File: src/rtl/bool_unit_iter_if.sv
// Handshake/operand bundle for bool_unit_iter.
//   master: flush, in_valid, ALUOp, A, B, out_ready  ->  unit
//   slave : in_ready, out_valid, boolout, zero, illegal, busy  ->  consumer
interface bool_unit_iter_if #(
  parameter int unsigned WIDTH = 32
);
  logic             flush;
  logic             in_valid;
  logic             in_ready;
  logic [3:0]       ALUOp;
  logic [WIDTH-1:0] A;
  logic [WIDTH-1:0] B;
  logic             out_valid;
  logic             out_ready;
  logic [WIDTH-1:0] boolout;
  logic             zero;
  logic             illegal;
  logic             busy;

  modport master (
    output flush, in_valid, ALUOp, A, B, out_ready,
    input  in_ready, out_valid, boolout, zero, illegal, busy
  );

  modport slave (
    input  flush, in_valid, ALUOp, A, B, out_ready,
    output in_ready, out_valid, boolout, zero, illegal, busy
  );
endinterface

File: src/rtl/bool_unit_iter.sv
// Iterative 2-input boolean unit: boolout[i] = ALUOp[{B[i],A[i]}], evaluated
// SLICE bits per cycle (LSB slice first) after a valid/ready accept.
// Ports:
//   clk   - rising-edge clock
//   rst_n - asynchronous active-low reset
//   bus   - bool_unit_iter_if.slave: flush, in_valid/in_ready, ALUOp, A, B,
//           out_valid/out_ready, boolout, zero, illegal, busy
// Parameters: WIDTH operand width, SLICE bits per cycle (divides WIDTH),
//   STRICT = 1 restricts ALUOp to the six legacy Beta encodings.
module bool_unit_iter #(
  parameter int unsigned WIDTH  = 32,
  parameter int unsigned SLICE  = 8,
  parameter bit          STRICT = 1'b1
) (
  input logic            clk,
  input logic            rst_n,
  bool_unit_iter_if.slave bus
);
  localparam int unsigned NSLICE = WIDTH / SLICE;
  localparam int unsigned CW     = (NSLICE > 1) ? $clog2(NSLICE) : 1;
  localparam logic [CW-1:0] LAST = CW'(NSLICE - 1);

  if ((SLICE == 0) || (WIDTH % SLICE != 0)) begin : g_bad_slice
    $error("bool_unit_iter: SLICE must be nonzero and divide WIDTH");
  end

  typedef enum logic [1:0] {IDLE, RUN, DONE} state_e;

  state_e           state_q;
  logic [CW-1:0]    cnt_q;
  logic [WIDTH-1:0] a_q, b_q;
  logic [3:0]       op_q;
  logic [WIDTH-1:0] boolout_q;
  logic             zero_q, illegal_q;

  logic             legal;
  logic [SLICE-1:0] a_sl, b_sl, f_sl;
  logic [WIDTH-1:0] boolout_d;

  always_comb begin
    legal = !STRICT || (op_q inside {4'b1010, 4'b1000, 4'b0001,
                                     4'b1110, 4'b1001, 4'b0110});
  end

  // Only the current slice of the captured operands is evaluated; the
  // result is merged into the accumulated boolout at the same position.
  always_comb begin
    a_sl      = '0;
    b_sl      = '0;
    f_sl      = '0;
    boolout_d = boolout_q;
    for (int unsigned s = 0; s < NSLICE; s++) begin
      if (cnt_q == CW'(s)) begin
        a_sl = a_q[s*SLICE +: SLICE];
        b_sl = b_q[s*SLICE +: SLICE];
      end
    end
    for (int unsigned j = 0; j < SLICE; j++) begin
      f_sl[j] = legal ? op_q[{b_sl[j], a_sl[j]}] : 1'b0;
    end
    for (int unsigned s = 0; s < NSLICE; s++) begin
      if (cnt_q == CW'(s)) begin
        boolout_d[s*SLICE +: SLICE] = f_sl;
      end
    end
  end

  always_ff @(posedge clk or negedge rst_n) begin
    if (!rst_n) begin
      state_q   <= IDLE;
      cnt_q     <= '0;
      a_q       <= '0;
      b_q       <= '0;
      op_q      <= '0;
      boolout_q <= '0;
      zero_q    <= 1'b0;
      illegal_q <= 1'b0;
    end else if (bus.flush) begin
      state_q   <= IDLE;
      cnt_q     <= '0;
      boolout_q <= '0;
      zero_q    <= 1'b0;
      illegal_q <= 1'b0;
    end else begin
      unique case (state_q)
        IDLE: begin
          if (bus.in_valid) begin
            state_q   <= RUN;
            cnt_q     <= '0;
            a_q       <= bus.A;
            b_q       <= bus.B;
            op_q      <= bus.ALUOp;
            boolout_q <= '0;
            zero_q    <= 1'b0;
            illegal_q <= 1'b0;
          end
        end
        RUN: begin
          boolout_q <= boolout_d;
          if (cnt_q == LAST) begin
            // Flags come from the fully assembled result on the final slice.
            state_q   <= DONE;
            cnt_q     <= '0;
            zero_q    <= (boolout_d == '0);
            illegal_q <= !legal;
          end else begin
            cnt_q <= cnt_q + CW'(1);
          end
        end
        DONE: begin
          if (bus.out_ready) begin
            state_q <= IDLE;
          end
        end
        default: state_q <= IDLE;
      endcase
    end
  end

  assign bus.in_ready  = (state_q == IDLE);
  assign bus.out_valid = (state_q == DONE);
  assign bus.busy      = (state_q != IDLE);
  assign bus.boolout   = boolout_q;
  assign bus.zero      = zero_q;
  assign bus.illegal   = illegal_q;
endmodule

File: src/flat_wrapper.sv
// flat-port wrapper written by rule: the top's interface ports become plain ports
module bool_unit_iter_flat 
#(
  parameter int unsigned WIDTH  = 32,
  parameter int unsigned SLICE  = 8,
  parameter bit          STRICT = 1'b1
)
  (clk, rst_n, bus_flush, bus_in_valid, bus_ALUOp, bus_A, bus_B, bus_out_ready, bus_in_ready, bus_out_valid, bus_boolout, bus_zero, bus_illegal, bus_busy);
  bool_unit_iter_if #(.WIDTH(WIDTH)) bus_i ();
  input logic clk;
  input logic rst_n;
  input wire logic [$bits(bus_i.flush)-1:0] bus_flush;
  input wire logic [$bits(bus_i.in_valid)-1:0] bus_in_valid;
  input wire logic [$bits(bus_i.ALUOp)-1:0] bus_ALUOp;
  input wire logic [$bits(bus_i.A)-1:0] bus_A;
  input wire logic [$bits(bus_i.B)-1:0] bus_B;
  input wire logic [$bits(bus_i.out_ready)-1:0] bus_out_ready;
  output wire logic [$bits(bus_i.in_ready)-1:0] bus_in_ready;
  output wire logic [$bits(bus_i.out_valid)-1:0] bus_out_valid;
  output wire logic [$bits(bus_i.boolout)-1:0] bus_boolout;
  output wire logic [$bits(bus_i.zero)-1:0] bus_zero;
  output wire logic [$bits(bus_i.illegal)-1:0] bus_illegal;
  output wire logic [$bits(bus_i.busy)-1:0] bus_busy;
  assign bus_i.flush = bus_flush;
  assign bus_i.in_valid = bus_in_valid;
  assign bus_i.ALUOp = bus_ALUOp;
  assign bus_i.A = bus_A;
  assign bus_i.B = bus_B;
  assign bus_i.out_ready = bus_out_ready;
  assign bus_in_ready = bus_i.in_ready;
  assign bus_out_valid = bus_i.out_valid;
  assign bus_boolout = bus_i.boolout;
  assign bus_zero = bus_i.zero;
  assign bus_illegal = bus_i.illegal;
  assign bus_busy = bus_i.busy;
  bool_unit_iter #(.WIDTH(WIDTH), .SLICE(SLICE), .STRICT(STRICT)) u_core (.clk(clk), .rst_n(rst_n), .bus(bus_i));
endmodule
File: config.mk
export PLATFORM = sky130hd
export DESIGN_NAME = bool_unit_iter_flat
export DESIGN_NICKNAME = d
export VERILOG_FILES = /design/src/rtl/bool_unit_iter_if.sv /design/src/rtl/bool_unit_iter.sv /design/src/flat_wrapper.sv
export SDC_FILE = /design/constraint.sdc
export NUM_CORES = 1
export LEC_CHECK = 0
export CAP_MARGIN = 40
export CORE_UTILIZATION = 55
export CTS_BUF_LIST = sky130_fd_sc_hd__clkbuf_4 sky130_fd_sc_hd__clkbuf_8
export CTS_CLUSTER_DIAMETER = 40
export CTS_CLUSTER_SIZE = 30
export DETAILED_ROUTE_END_ITERATION = 12
export GPL_TIMING_DRIVEN = 0
export PLACE_DENSITY = 0.89
export SLEW_MARGIN = 20
export SYNTH_ARGS = -nofsm -noshare
export SYNTH_HDL_FRONTEND = slang
export SYNTH_SLANG_ARGS = --single-unit
File: constraint.sdc
create_clock -name clk -period 5.72 [get_ports clk]
set_input_delay 0.572 -clock clk [delete_from_list [all_inputs] [get_ports clk]]
set_output_delay 0.572 -clock clk [all_outputs]
set_load 0.02 [all_outputs]
Yosys cells after proc, flatten, opt, wreduce, memory -nomap -nowiden
Index checks and enable logic that the tools add are counted.
{"block": "word_totals", "reg_bits": 106, "inputBits": 73, "out_inout_bits": 37, "wordCells": 98}
{"block": "classes", "addsub": 1, "magnitude_cmp": 8, "eq_ne": 14, "mux": 55, "bitwise": 1, "reduce_logical": 11}
{"cell": "$mux W8", "count": 12}
{"cell": "$mux W32", "count": 2}
{"cell": "$pmux W32 S2", "count": 1}
{"cell": "$logic_not A32 Y1", "count": 1}
{"cell": "$lt A2 B3 Y1 const B", "count": 8}
{"cell": "$mux W1", "count": 21}
{"cell": "$bmux W1 S2", "count": 8}
{"cell": "$eq A4 B4 Y1 const B", "count": 4}
{"cell": "$mux W2", "count": 7}
{"cell": "$reduce_and A3 Y1", "count": 3}
{"cell": "$eq A2 B2 Y1 const B", "count": 3}
{"cell": "$ne A3 B3 Y1 const B", "count": 2}
{"cell": "$pmux W2 S3", "count": 1}
{"cell": "$reduce_bool A6 Y1", "count": 1}
{"cell": "$eq A2 B1 Y1 const B", "count": 2}
{"cell": "$eq A4 B1 Y1 const B", "count": 1}
{"cell": "$eq A4 B3 Y1 const B", "count": 1}
{"cell": "$logic_not A2 Y1", "count": 2}
{"cell": "$pmux W1 S2", "count": 2}
{"cell": "$pmux W2 S2", "count": 1}
{"cell": "$ne A3 B2 Y1 const B", "count": 1}
{"cell": "$reduce_bool A3 Y1", "count": 1}
{"cell": "$add A2 B1 Y2 const B", "count": 1}
{"cell": "$reduce_and A2 Y1", "count": 1}
{"cell": "3 further kinds", "count": 3}

Depth between registers and ports, before layout
Gate-level depths: netlist of the first run.
{"block": "depth", "depth_word": 13, "mapped_depth": 14, "depth_no_buf": 12}

Least setup slack after synthesis of the first run
OpenSTA, ideal clock, no wires.
{"block": "synth_path", "path_type": "flip-flop to flip-flop", "startpoint": "register u_core.cnt_q[0]", "endpoint": "register u_core.zero_q, in the netlist u_core.bus.zero", "setup_ns": 0.066, "arrival_ns": 2.349, "required_ns": 5.654, "slack_ns": 3.305, "stages_incl_launch_ff": 15, "path_buffers": 2, "period_less_slack_ns": 2.415, "cell_sequence": "dfrtp_1 > inv_1 > ha_1 > buf_6 > and2b_4 > buf_8 > a22oi_2 > a21oi_1 > xnor2_1 > o21ai_1 > a22o_1 > nor2_2 > nand4_1 > a211oi_1 > a22o_1"}
{"block": "synth_via", "elab_chain_len": 13, "elab_cells_between_ends": 46, "cone_classes": "eq/ne (4); mux (39); reduce/logical (3)"}
{"element": "from (decl)", "line_no": "bool_unit_iter.sv:30", "rtl": "logic [CW-1:0] cnt_q;"}
{"element": "from (signal assigned)", "line_no": "bool_unit_iter.sv:107", "rtl": "cnt_q <= cnt_q + CW'(1);"}
{"element": "$logic_not A2 Y1", "line_no": "bool_unit_iter.sv:53, bool_unit_iter.sv:62"}
{"element": "$mux W8 (4 in series)", "line_no": "bool_unit_iter.sv:53", "rtl": "if (cnt_q == CW'(s)) begin"}
{"element": "$bmux W1 S2", "line_no": "bool_unit_iter.sv:59", "rtl": "f_sl[j] = legal ? op_q[{b_sl[j], a_sl[j]}] : 1'b0;"}
{"element": "$mux W1 (implied by the code)", "line_no": "bool_unit_iter.sv:59"}
{"element": "$mux W1", "line_no": "bool_unit_iter.sv:59"}
{"element": "$mux W8", "line_no": "bool_unit_iter.sv:62", "rtl": "if (cnt_q == CW'(s)) begin"}
{"element": "$logic_not A32 Y1", "line_no": "bool_unit_iter.sv:104", "rtl": "zero_q <= (boolout_d == '0);"}
{"element": "$mux W1", "line_no": "bool_unit_iter.sv:100", "rtl": "if (cnt_q == LAST) begin"}
{"element": "$pmux W1 S2", "line_no": "bool_unit_iter.sv:85", "rtl": "unique case (state_q)"}
{"element": "$mux W1", "line_no": "bool_unit_iter.sv:78", "rtl": "end else if (bus.flush) begin"}
{"element": "to (signal assigned)", "line_no": "bool_unit_iter.sv:104"}
{"element": "to (decl)", "line_no": "bool_unit_iter.sv:34", "rtl": "logic zero_q, illegal_q;"}
Several ways; a longest one is shown, not always the timed one. The select of a mux whose other input is x is not followed.
A chain may end at the register's enable or synchronous reset.

Worst setup path after layout of the first run
Ends and elaborated chain as after synthesis.

==> results of run 1 <==
kinds of logic (layout without fill, tap and decap cells):
logic type,Yosys count,after routing,share of synthesized area [%]
XOR/XNOR,8,8,1.352
flip-flops,106,106,51.20
AND/OR/NAND/NOR,83,83,8.404
AO/OA/AOI/OAI,125,125,19.97
multiplexers,67,67,14.56
adder cells (fa/ha/maj),4,4,0.9660
buffers and inverters,34,159,3.550
metal layers:
metal	global-route usage, %	routed length [µm]	vias up
met4	10.75	249	0
met1	36.39	5418	2063
met2	45.62	6273	188
met5	0	0	-
met3	4.681	876	23
li1	-	-	1827
where the power goes:
group	internal, mW	leakage [nW]	switching [mW]
registers	0.862	1.33	0.0756
clock network	0.229	0.110	0.257
logic	0.295	1.29	0.310
total	1.39	2.73	0.642
final timing paths:
kind | depth (start not counted) | from | end
worst min-delay path | 1 | rst_n | u_core.b_q[15]$_DFFE_PN0P_
worst max-delay path | 13 | u_core.cnt_q[0]$_DFFE_PN0P_ | u_core.bus.zero$_DFFE_PN0P_
min in group clk | 1 | u_core.bus.zero$_DFFE_PN0P_ | u_core.bus.zero$_DFFE_PN0P_
worst max register to register | 13 | u_core.cnt_q[0]$_DFFE_PN0P_ | u_core.bus.zero$_DFFE_PN0P_
worst min register to register | 1 | u_core.bus.zero$_DFFE_PN0P_ | u_core.bus.zero$_DFFE_PN0P_
max in group asynchronous | 2 | rst_n | u_core.a_q[6]$_DFFE_PN0P_
flip-flops by register name (all words and copies together), names as in the netlist:
signal / cells
u_core.bus.illegal: 1
u_core.bus.boolout: 32
u_core.state_q: 2
u_core.a_q: 32
u_core.op_q: 4
u_core.b_q: 32
u_core.bus.zero: 1
u_core.cnt_q: 2
through the flow:
stage / cells / area (µm²) / power (mW) / hold WS [ns] / utilization, %
3_3_place_gp: 646 / 6401 / 1.514 / 0.4892 / 69.61
2_1_floorplan: 427 / 5181 / 1.348 / 0.2764 / -
5_1_grt: 663 / 6643 / 2.128 / 0.1330 / 72.23
6_report: 663 / 6643 / 2.029 / 0.09946 / 72.23
3_5_place_dp: 647 / 6430 / 1.548 / 0.4963 / 69.92
4_1_cts: 663 / 6643 / 2.025 / 0.1244 / 72.23
final cells by class:
class                   instances  share of cell area, %
clock inverters                 5                 0.9230
well taps                     111                  2.091
plain buffers                  26                  2.279
repair buffers                109                  16.71
flip-flops and latches        106                  39.93
clock buffers                  11                  2.279
multi-input cells             287                  35.30
inverters                       8                 0.4897
synthesized netlist by cell type, drive strengths merged (10+ instances only):
library cell  count  area (µm²)
dfrtp           106        2653
mux2             67       754.5
a22o             29       254.0
nor2             23       106.4
a21oi            21       161.4
o21ai            21       105.1
nand2            18       67.56
a22oi            17       186.4
o22ai            16       131.4
clkbuf           14       56.31
a32o             13       130.1
buf              12       95.08
nand2b           11       71.32
nand3            10       50.05
==> results.md, run 1 <==
* CTS H-tree lvls at 3
* Largest net degree at the start of global routing at 63
* Antenna Cells at 0
* Crit-path most repeated cell: a22o_1
* PwrDens at 305.4 nW/µm²
* Worst stage delay on the critical path at between 0.4 and 0.5 ns
* Post-CTS setup buffer count at 0
* Worst Skew at 0.01656 ns
* Initial Utilization at 56.34%
* Post-synthesis cell count at 427
* Hpwl dp at 9370 µm
* Crit share post-route at 53.13%
* Final Critical Period at 3.039 ns
* Synth warn at 0
* Vias at roughly 4,100
* Routability cong. at 0.8647
* Setup CP Type: reg -> reg
* Horiz. Die Dim at 99.06 µm
* Max clock buf depth at 2
* Max-cap violations at 0
* Initial antenna violation count at 0
* TritonCTS Buffers at 9
* Seq. cell area at 2653 µm²
* Worst setup SP type: flop
* Post-synth EDFFs at 0
* WP data required at about 6.0 ns
* Crit-path cells: ha_1, buf_6, inv_4, buf_2, o22ai_1, a21oi_1, xnor2_1, o21ai_1, a22o_1, nor2_2, nand4_1, a211oi_1, a22o_1
* Most common flop cell mapped by yosys: dfrtp_1
* Worst-path fanout max at 10
* I/O pins at 110
* CP top delay family: compound AO/OA/AOI/OAI gates
* Hold_buf cts at 0
* Slowest-stage cell, CP: dfrtp_1
* Slew Limit Fails at 0
* RSZ-0062 raised after global routing: false
* TNS Setup at 0 ns
* Multi-input logic area at around 2300 µm²
* Async S/R FF share, synth at 100.0%
* Fin nets at 624
* Flops & latches, synth at roughly 110
* Row count at 35
* FMAX at around 330 MHz
* Rel. slew slack at 46.79%
* Gr ovfl total at 0
* Post-Syn Area at 5181 µm²
* Antenna Nets Post-Route at 0
* Core box area at 9196 µm²
* PostCTS Resize Cnt at 0
* Avg WL per Cell at 19.33 µm
* Seq/Total Area, Yosys at slightly above 50%
* Mapped Nets at 504
* First-pass DRT Iterations at 5
* Hold Crit Class: in -> async
* Vias per cell at 6.186
* Gr usage total at between 20% and 30%
* Synth-to-Final Area Change at 28.21%
* Root buffer cell: clkbuf_8
* Die H at 99.06 µm
* Status: finished clean
* Leak at 2.728 nW
* IO buf count at 108
* Final Hold Viols at 0
* Layout cells sized above 1 at about a quarter
* Die ar. at 9813 µm²
* Final setup fails at 0
* Commonest non-fill, non-tap cell in the layout: clkdlybuf4s50_1
* # DRC at 0
* First-pass GRT wire length at about 21,000 µm
* Worst-Margin Slew at 0.7965 ns
* CTS sink cnt at approximately 110
* Crit end category: flop
* Bufs and invs on worst path at 3
* Final wirelength at 12,820 µm
* Syn avg cell area at 12.13 µm²
* Worst VDD drop at approximately 0.19 mV
* Vias in the first global route at a little over 4,000
* Drt initial violations at 199
* Crit path DAT at 3.35 ns
* Fill cells at 653
* Pre-CTS setup slack at 2.779 ns
* R2r setup slk at approximately 2.7 ns
* Clk_lat worst skew at 0.38 ns
* Clock transition at path regs at 0.11 ns
* Unique masters post-synth at 46
* Most frequent cells in the layout: 107 x clkdlybuf4s50_1, 106 x dfrtp_1, 67 x mux2_2, 29 x a22o_1, 19 x nor2_1
* CTS tree: built
* Worst setup margin at 2.681 ns
Note: power is estimated with default switching activity, not from simulation.
==> inputs of run 2 (changes only) <==
--- a/config.mk
+++ b/config.mk
@@ -6,13 +6,13 @@
 export NUM_CORES = 1
 export LEC_CHECK = 0
 export CAP_MARGIN = 40
-export CORE_UTILIZATION = 55
+export CORE_UTILIZATION = 53
 export CTS_BUF_LIST = sky130_fd_sc_hd__clkbuf_4 sky130_fd_sc_hd__clkbuf_8
 export CTS_CLUSTER_DIAMETER = 40
 export CTS_CLUSTER_SIZE = 30
 export DETAILED_ROUTE_END_ITERATION = 12
 export GPL_TIMING_DRIVEN = 0
-export PLACE_DENSITY = 0.89
+export PLACE_DENSITY = 0.87
 export SLEW_MARGIN = 20
 export SYNTH_ARGS = -nofsm -noshare
 export SYNTH_HDL_FRONTEND = slang
==> constraint.sdc (replaced) <==
create_clock -name clk -period 2.8 [get_ports clk]
set_input_delay 0.28 -clock clk [delete_from_list [all_inputs] [get_ports clk]]
set_output_delay 0.28 -clock clk [all_outputs]
set_load 0.02 [all_outputs]
==> run 2 against run 1 <==
Clock power up 110%. Register-to-register slack got worse by 2.6 ns. Non-clock buffer count up 10. Sequential power rose by 100%. Global-route usage fell by 0.79 points. Critical path depth stayed put. Sequential share of layout area is 1.3 points lower. Utilization rose by 1.1 points. Power rose by 110%. Hold slack gained 0.22 ns. Maximum frequency is 12% higher. Highest routed layer unchanged.
==> results.md, run 2 (synthesis results as in run 1) <==
* Crit share post-route at 96.82% (+44 points)
* Final wirelength at 13,390 µm (+4.5%)
* IO buf count at 108 (unchanged)
* Crit path DAT at 3.02 ns (-0.33 ns)
* Avg WL per Cell at 19.38 µm (+0.25%)
* Rel. slew slack at 50.69% (+3.9 points)
* TritonCTS Buffers at 9 (unchanged)
* Initial Utilization at 55.29% (-1.1 points)
* Layout Utilization at 73.28% (+1.1 points)
* Core box area at 9371 µm² (+1.9%)
* Slew Limit Fails at 0 (unchanged)
* Gr ovfl total at 0 (unchanged)
* # DRC at 0 (unchanged)
* Vias per cell at 5.970 (-3.5%)
* Seq pwr share at 45.1% (-1.1 points)
* Worst-path fanout max at 7 (-3)
* Final Critical Period at 2.711 ns (-0.3281 ns)
* Final setup fails at 0 (unchanged)
* Routability cong. at 0.8716 (+0.80%)
* CTS tree: built
* Cell Int Power at 2.879 mW (+110%)
* Status: finished clean
* Seq. cell area at 2654 µm² (about the same)
* Multi-input logic area at 2441 µm² (+4.1%)
* WP data required at 3.11 ns (-2.92 ns)
* Fill cells at 684 (+4.7%)
* Combinational power share at 31.4% (+1.6 points)
* Layout cells sized above 1 at 29.00% (+4.9 points)
* Clk_lat worst skew at 0.37 ns (about the same)
* Die H at 100.9 µm (+1.8%)
* Initial antenna violation count at 0 (unchanged)
* Gr usage total at 26.73% (-0.79 points)
* Vias in the first global route at 4,118 (-0.44%)
* Die ar. at 10,180 µm² (+3.7%)
* Leak at 2.813 nW (+3.1%)
* Hold Crit Class: in -> reg
* Horiz. Die Dim at 100.9 µm (+1.8%)
* Pre-CTS setup slack at -0.09035 ns (-2.870 ns)
* Worst VDD drop at 0.3618 mV (+89%)
* Commonest non-fill, non-tap cell in the layout: clkdlybuf4s50_1
* PwrDens at 620.3 nW/µm² (+100%)
* Hpwl dp at 9536 µm (+1.8%)
* Row count at 35 (unchanged)
* Drt initial violations at 193 (-3.0%)
* Max-cap violations at 0 (unchanged)
* CTS sink cnt at 106 (unchanged)
* First-pass DRT Iterations at 5 (unchanged)
* Vias at 4,125 (+0.59%)
* First-pass GRT wire length at 20,760 µm (+0.24%)
* Worst-Margin Slew at 0.7369 ns (-0.05955 ns)
* Worst Hold Slack at 0.3206 ns (+0.2211 ns)
* Final Hold Viols at 0 (unchanged)
* Fin nets at 634 (+1.6%)
* Antenna Nets Post-Route at 0 (unchanged)
* FMAX at 368.9 MHz (+12%)
* Psw at 1.381 mW (+120%)
* CTS H-tree lvls at 3 (unchanged)
* Antenna Cells at 0 (unchanged)
* Max clock buf depth at 2 (unchanged)
* Most frequent cells in the layout: 107 x clkdlybuf4s50_1, 105 x dfrtp_1, 67 x mux2_2, 24 x a22o_1, 19 x nor2_1
* Worst Skew at 0.01768 ns (+0.001117 ns)
* Sw Ratio at 32.43% (+0.76 points)
* Clock transition at path regs at 0.10 ns (about the same)
* Clock power share at 23.5% (-0.4 points)
* Largest net degree at the start of global routing at 56 (-11%)
* Synth-to-Final Area Change at 32.55%
* Setup CP Type: reg -> reg
* Worst setup margin at 0.08898 ns (-2.592 ns)
* Pwr Total at 4.260 mW (+110%)
* Crit end category: flop
* I/O pins at 110 (unchanged)
* Root buffer cell: clkbuf_8
* Worst setup SP type: flop
## run 2: cell count changes in the layout (fill, tap and decap cells not counted), moves of 2 or more
cell	change
buf_4	+7
a21oi_1	-5
a22o_1	-5
a22o_2	+5
a21oi_2	+4
o22ai_1	-4
o22ai_2	+4
inv_6	+2
xnor2_1	-2
xnor2_2	+2
## run 2: worst paths after layout
path	endpoint	from	depth (start not counted)	slack [ns]
setup / recovery	u_core.bus.zero$_DFFE_PN0P_	u_core.cnt_q[1]$_DFFE_PN0P_	13	0.09
hold / removal	u_core.state_q[1]$_DFFE_PN0P_	bus_flush	2	0.32
setup reg to reg	u_core.bus.zero$_DFFE_PN0P_	u_core.cnt_q[1]$_DFFE_PN0P_	13	0.09
hold reg to reg	u_core.a_q[14]$_DFFE_PN0P_	u_core.a_q[14]$_DFFE_PN0P_	1	0.52
max in group asynchronous	u_core.a_q[9]$_DFFE_PN0P_	rst_n	3	1.73
min in group asynchronous	u_core.bus.boolout[25]$_DFFE_PN0P_	rst_n	2	0.43
## run 2: final cells by class
type                            instances  area share, %
Tap cell                              129          2.350
Buffer                                 26          2.423
Clock inverter                          6          1.057
Multi-Input combinational cell        287          35.54
Timing Repair Buffer                  119          17.51
Inverter                                8         0.4737
Clock buffer                           10          2.004
Sequential cell                       106          38.64
## run 2: timing repair
action,in CTS,in global routing
setup buffers,0,7
gates cloned,0,1
pin swaps,0,18
resized for setup,5,24
endpoints found under the hold margin,54,0
setup endpoints to repair,1,5
hold buffers,1,0
## run 2: power by group through the flow
stage / sequential [mW] / combinational [mW] / clock [mW]
after global placement: 1.93 / 1.17 / 0
after global routing: 1.95 / 1.43 / 1.08
final: 1.92 / 1.34 / 0.999
after floorplan: 1.91 / 0.844 / 0
after detailed placement: 1.94 / 1.22 / 0
after CTS: 1.91 / 1.23 / 1.00
## run 2: through the flow
| stage | TNS, ns | std cells | cell area [µm²] |
|---|---|---|---|
| 2_1_floorplan | 0 | 427 | 5181 |
| 3_3_place_gp | -249.37 | 664 | 6424 |
| 3_5_place_dp | -0.09035 | 666 | 6457 |
| 4_1_cts | 0 | 683 | 6694 |
| 5_1_grt | -0.01712 | 691 | 6868 |
| 6_report | 0 | 691 | 6868 |
## run 2: worst max-delay path, stage by stage (launching register included)
cell	delay, ns
dfrtp_1	0.41
inv_1	0.08
ha_1	0.20
and2b_4	0.34
clkbuf_16	0.18
a22oi_2	0.08
a21oi_4	0.21
nand2b_1	0.13
o21ai_0	0.08
a22o_2	0.31
nor2_4	0.13
nand4_1	0.11
a211oi_2	0.25
a22o_1	0.15
## run 2: per-layer routing
layer / up-vias / GRT usage (%) / routed length (µm)
li1: 1852 / - / -
met3: 27 / 3.537 / 715
met2: 167 / 44.94 / 6599
met5: - / 0 / 0
met1: 2079 / 35.76 / 5763
met4: 0 / 9.476 / 314
